File: src/rtl/cache_arbiter.sv
// cache_arbiter: round-robin arbiter that shares one fixed-latency cache port between two requesters.
// Each access drives the cache inputs for LATENCY cycles, then acks the owner for one cycle.
module cache_arbiter #(
  parameter int LATENCY = 4
) (
  input  logic        clk,
  input  logic        rst,
  input  logic        req0,
  input  logic        req1,
  input  logic        mode0,
  input  logic        mode1,
  input  logic [31:0] address0,
  input  logic [31:0] address1,
  input  logic [31:0] data0,
  input  logic [31:0] data1,
  output logic        ack0,
  output logic        ack1,
  output logic [31:0] out0,
  output logic [31:0] out1,
  output logic        busy,
  output logic [31:0] cache_address,
  output logic [31:0] cache_data,
  output logic        cache_mode,
  input  logic [31:0] cache_out
);
  typedef enum logic [1:0] {IDLE, ISSUE, DONE} state_t;
  localparam logic [3:0] LAT = 4'(LATENCY);
  state_t state, state_nx;
  logic [3:0] cnt;
  logic last, gnt, pick, any, fin;
  assign any = req0 | req1;
  // last holds the previous winner, so a tie goes to the other requester
  assign pick = (req0 & req1) ? ~last : req1;
  assign fin = (state == ISSUE) && (cnt == LAT);
  assign busy = state != IDLE;
  always_ff @(posedge clk or posedge rst)
    if (rst) state <= IDLE;
    else state <= state_nx;
  always_comb begin
    state_nx = (state == IDLE) ? (any ? ISSUE : IDLE) : (state == ISSUE) ? (fin ? DONE : ISSUE) : IDLE;
  end
  always_ff @(posedge clk or posedge rst) begin
    if (rst) begin
      cnt <= '0;
      last <= 1'b1;
      gnt <= 1'b0;
      ack0 <= 1'b0;
      ack1 <= 1'b0;
      out0 <= '0;
      out1 <= '0;
      cache_address <= '0;
      cache_data <= '0;
      cache_mode <= 1'b0;
    end else begin
      ack0 <= fin & ~gnt;
      ack1 <= fin & gnt;
      if (state == IDLE && any) begin
        gnt <= pick;
        last <= pick;
        cache_address <= pick ? address1 : address0;
        cache_data <= pick ? data1 : data0;
        cache_mode <= pick ? mode1 : mode0;
        cnt <= 4'd1;
      end else if (state == ISSUE && cnt < LAT) cnt <= cnt + 4'd1;
      else if (fin) cache_mode <= 1'b0;
      if (fin && !cache_mode && !gnt) out0 <= cache_out;
      if (fin && !cache_mode && gnt) out1 <= cache_out;
    end
  end
endmodule

File: config.mk
export PLATFORM = sky130hd
export DESIGN_NAME = cache_arbiter
export DESIGN_NICKNAME = d
export VERILOG_FILES = /design/src/rtl/cache_arbiter.sv
export SDC_FILE = /design/constraint.sdc
export NUM_CORES = 1
export LEC_CHECK = 0
export CORE_ASPECT_RATIO = 0.7
export CORE_MARGIN = 5
export CORE_UTILIZATION = 37
export CTS_CLUSTER_SIZE = 16
export DETAILED_ROUTE_END_ITERATION = 16
export GPL_TIMING_DRIVEN = 0
export MAX_ROUTING_LAYER = met4
export PLACE_DENSITY = 0.77
export SYNTH_ARGS = -nofsm -noshare
export SYNTH_HDL_FRONTEND = slang
export SYNTH_SLANG_ARGS = --single-unit
File: constraint.sdc
create_clock -name clk -period 4.2 [get_ports clk]
set_input_delay 0.84 -clock clk [delete_from_list [all_inputs] [get_ports clk]]
set_output_delay 0.84 -clock clk [all_outputs]
set_load 0.005 [all_outputs]
==> results.txt <==
The run finished with clean final reports. Measured in cells, the most critical reg-to-reg path has a length of 4. After detailed routing, the total wire length is 17.31 mm. Dividing total power by cell area gives a power density of 667.0 mW/mm2. The number of antenna repair diodes came out at 0.

The share of synthesized area in the top cell type comes to 0.5601. The fraction of power spent switching nets is 0.2740. The worst setup path is launched from an input port.

The routed via count came out at 4374. Cell internal power was estimated by the tool at 4.882 mW. The wire length per cell after detailed routing is 18.39 um. The CTS tree is done.

The number of register bits inferred by synthesis is 139. After synthesis, the cell types taking the most area are sky130_fd_sc_hd__dfrtp_1, sky130_fd_sc_hd__mux2_2, sky130_fd_sc_hd__mux2_4. Dividing the final minimum period by the clock period gives 0.6492. The largest individual stage delay along the critical path comes from the cell sky130_fd_sc_hd__clkbuf_1.

The number of primary I/O pins came out at 298. At the worst endpoint, the required time is 4.49 ns. The overall fraction of global-route tracks in use is 0.1840.

The commonest non-fill, non-tap cell in the layout is sky130_fd_sc_hd__clkdlybuf4s50_1. For this configuration, the core starts out at a cell density of 0.3772. Timing analysis after detailed placement gives a worst setup slack of 1.024 ns. The number of distinct library cell variants in the gate-level netlist after synthesis is 28. The worst hold path belongs to the class flip-flop to flip-flop. The reported max-cap violation count is 0. The clock share of power came out at 0.223. In the routed design, unresolved DRC markers number 0. The full die area is 0.01939 mm2. The H-tree depth reported by CTS is 4. The achievable frequency is 0.3668 GHz. In this run the worst path has a maximum fanout of 10. The initial DRC count came out at 141. From bottom edge to top edge, the die measures 118.0 um. The flop-to-flop setup slack came out at 2.03 ns. CTS placed an instance of sky130_fd_sc_hd__clkbuf_16 at the clock tree root. The part of the total power dissipated in sequential elements came out at 0.349. By startpoint and endpoint, the worst setup path is classified as input port to flip-flop. The post-synthesis cell count came out at 384.

Setup repair after global routing left no endpoint under its margin. The static leakage came out at 4.311 nW. The ratio of cells with drive above 1 in the final layout is 0.3575. The worst hold path cell count is 1. The worst-case IR drop observed on VDD is 375.2 uV. The switching power is 1.842 mW. The critical path goes through clkdlybuf4s50_1 -> a21boi_1 -> clkbuf_1 -> mux2_2 -> mux2_2.

The startpoint of the lowest-slack register-to-register path is last$_DFFE_PP1P_. The post-synthesis area per instance is 16.06 um2. The count of cells in the finished layout, fillers not included, comes to 941. The die boundary width came out at 164.3 um. The final critical delay including setup and external delays is 2.727 ns. The clock skew after layout came out at 0.008159 ns. The most numerous cell type found on the critical path is sky130_fd_sc_hd__mux2_2.

Setup violations remaining at the end of the flow were counted as 0. The initial antenna violation count came out at 0. The endpoint arrival time on the critical path came out at 3.02 ns. The final number of hold-violating endpoints is 0. The synthesized area is 0.006166 mm2. Entering global routing, the biggest net connects 39 pins. The critical register-to-register path endpoint is cache_address[29]$_DFFE_PP0P_.

The count of nets left with antenna violations once routing finished came out at 0. The max-slew violation total from the final report came to 0. For this run, the share of the core covered by cells in the final layout is 0.6168. The total instance count after detailed placement came out at 909. The net count reported at finish is 871. The worst setup path is captured at a flip-flop. Summed over all nets, the half-perimeter wirelength after detailed placement is 13.77 mm. The minimum setup slack in the final design came out at 1.473 ns. The number of iterations in the first detailed-routing pass is 6.

The number of warnings issued by yosys came out at 0. Input and output buffers added on the ports amount to 297. Hold repair after CTS inserted 0 buffers. The core footprint came out at 0.01635 mm2.

The routed via count divided by cell count is 4.648. The first global-routing pass estimated 27.18 mm of wire. The residual overflow from global routing came out at 0. The clock-pin transition on the worst setup and hold timing paths is 0.06 ns. Post-CTS timing repair inserted 0 buffers for setup.

The biggest area contributor in the post-synthesis netlist is sky130_fd_sc_hd__dfrtp_1. For this run, the register share of the synthesized area comes to 0.5643. The total buffers and inverters traversed by the critical path is 2. The combinational share of power is 0.428.

The kind of cell adding the most delay to the critical path is buffers and inverters. In the layout the commonest cells are sky130_fd_sc_hd__clkdlybuf4s50_1, sky130_fd_sc_hd__mux2_2, sky130_fd_sc_hd__dfrtp_1. For the pin with the worst max-slew slack, the measured transition is 0.7775 ns.

Compared with the post-synthesis result, the final layout area differs by 63.52%. The clock sink total is 139. The buffer levels on the longest clock path came out at 2. The sink of the worst hold path is cache_address[21]$_DFFE_PP0P_. The total negative setup slack came out at 0 ns. The number of buffers added by the clock tree synthesis step came out at 17.

The post-cts gate resize count is 0. In this run the most critical hold path is launched from cache_address[21]$_DFFE_PP0P_. The floorplan row count came out at 39. The net count of the mapped netlist came out at 552. The delay of the slowest critical-path stage is 0.64 ns. In this run the tightest slew margin relative to its limit is 0.4817. The via count of the first global-routing pass came to 4892. The source-to-sink clock delay at the later pin of the worst-skew pair came out at 0.41 ns.

The routability congestion estimate came out at 0.7627.
## through the flow
stage,power (mW),instance area [um2],hold WS (ns)
after global placement,5.173,9424,0.4779
final,6.724,10080,0.5045
after global routing,7.102,10080,0.5177
after floorplan,3.532,6170,0.4560
after CTS,6.824,10080,0.5078
after detailed placement,5.279,9484,0.4933
## metal layers
| metal | vias up | part of all wire | track usage |
|---|---|---|---|
| met2 | 163 | 0.50 | 0.3106 |
| met4 | 0 | 0.0096 | 0.04557 |
| met3 | 14 | 0.082 | 0.05145 |
| met5 | - | 0 | - |
| met1 | 2177 | 0.41 | 0.2175 |
| li1 | 2020 | - | - |
## cell families after synthesis
family / share of synthesized area
buffers and inverters: 0.02963
adder cells (fa/ha/maj): 0.004058
XOR/XNOR: 0.001421
AND/OR/NAND/NOR: 0.02009
AO/OA/AOI/OAI: 0.004668
multiplexers: 0.3758
flip-flops: 0.5643
## worst max path at each step
stage | startpoint | to | slack (ns) | cells past startpoint
2_1_floorplan | rst | ack0$_DFF_PP0_ | 1.63 | 1
3_3_place_gp | rst | cache_data[21]$_DFFE_PP0P_ | 0.42 | 2
3_5_place_dp | req1 | cache_address[29]$_DFFE_PP0P_ | 1.02 | 5
4_1_cts | req1 | cache_address[29]$_DFFE_PP0P_ | 1.47 | 5
5_1_grt | req1 | cache_address[29]$_DFFE_PP0P_ | 1.40 | 5
6_report | req1 | cache_address[29]$_DFFE_PP0P_ | 1.47 | 5
## power by group through the flow
| stage | clock [mW] | combinational (mW) | sequential (mW) |
|---|---|---|---|
| final | 1.50 | 2.88 | 2.34 |
| after global routing | 1.60 | 3.08 | 2.43 |
| after CTS | 1.54 | 2.93 | 2.35 |
| after detailed placement | 0 | 2.92 | 2.36 |
| after global placement | 0 | 2.85 | 2.32 |
| after floorplan | 0 | 1.16 | 2.37 |
## cell usage after synthesis (all sizes together)
library cell / instances
a21boi: 1
a21oi: 1
and2: 2
buf: 18
clkbuf: 3
dfrtp: 138
dfstp: 1
ha: 2
inv: 4
mux2: 194
mux2i: 2
nand2: 1
nand2b: 1
nand3b: 1
nor2: 5
nor3: 1
nor4b: 2
o21ai: 2
o22ai: 1
or2: 2
or4: 1
xnor2: 1
## registers in the layout, summed over array words and instances, names as in the netlist, 2 cells and up
register       flops
out0              32
state              2
out1              32
cache_address     32
cnt                4
cache_data        32
## cell type report
type	instances	area (um2)
Clock buffer	18	439.2
Buffer	21	167.7
Timing Repair Buffer	300	3033
Sequential cell	139	3480
Inverter	4	18.77
Multi-Input combinational cell	220	2504
Fill cell	1252	6265
Clock inverter	14	158.9
Tap cell	225	281.5
Note: power is estimated with default switching activity, not from simulation.
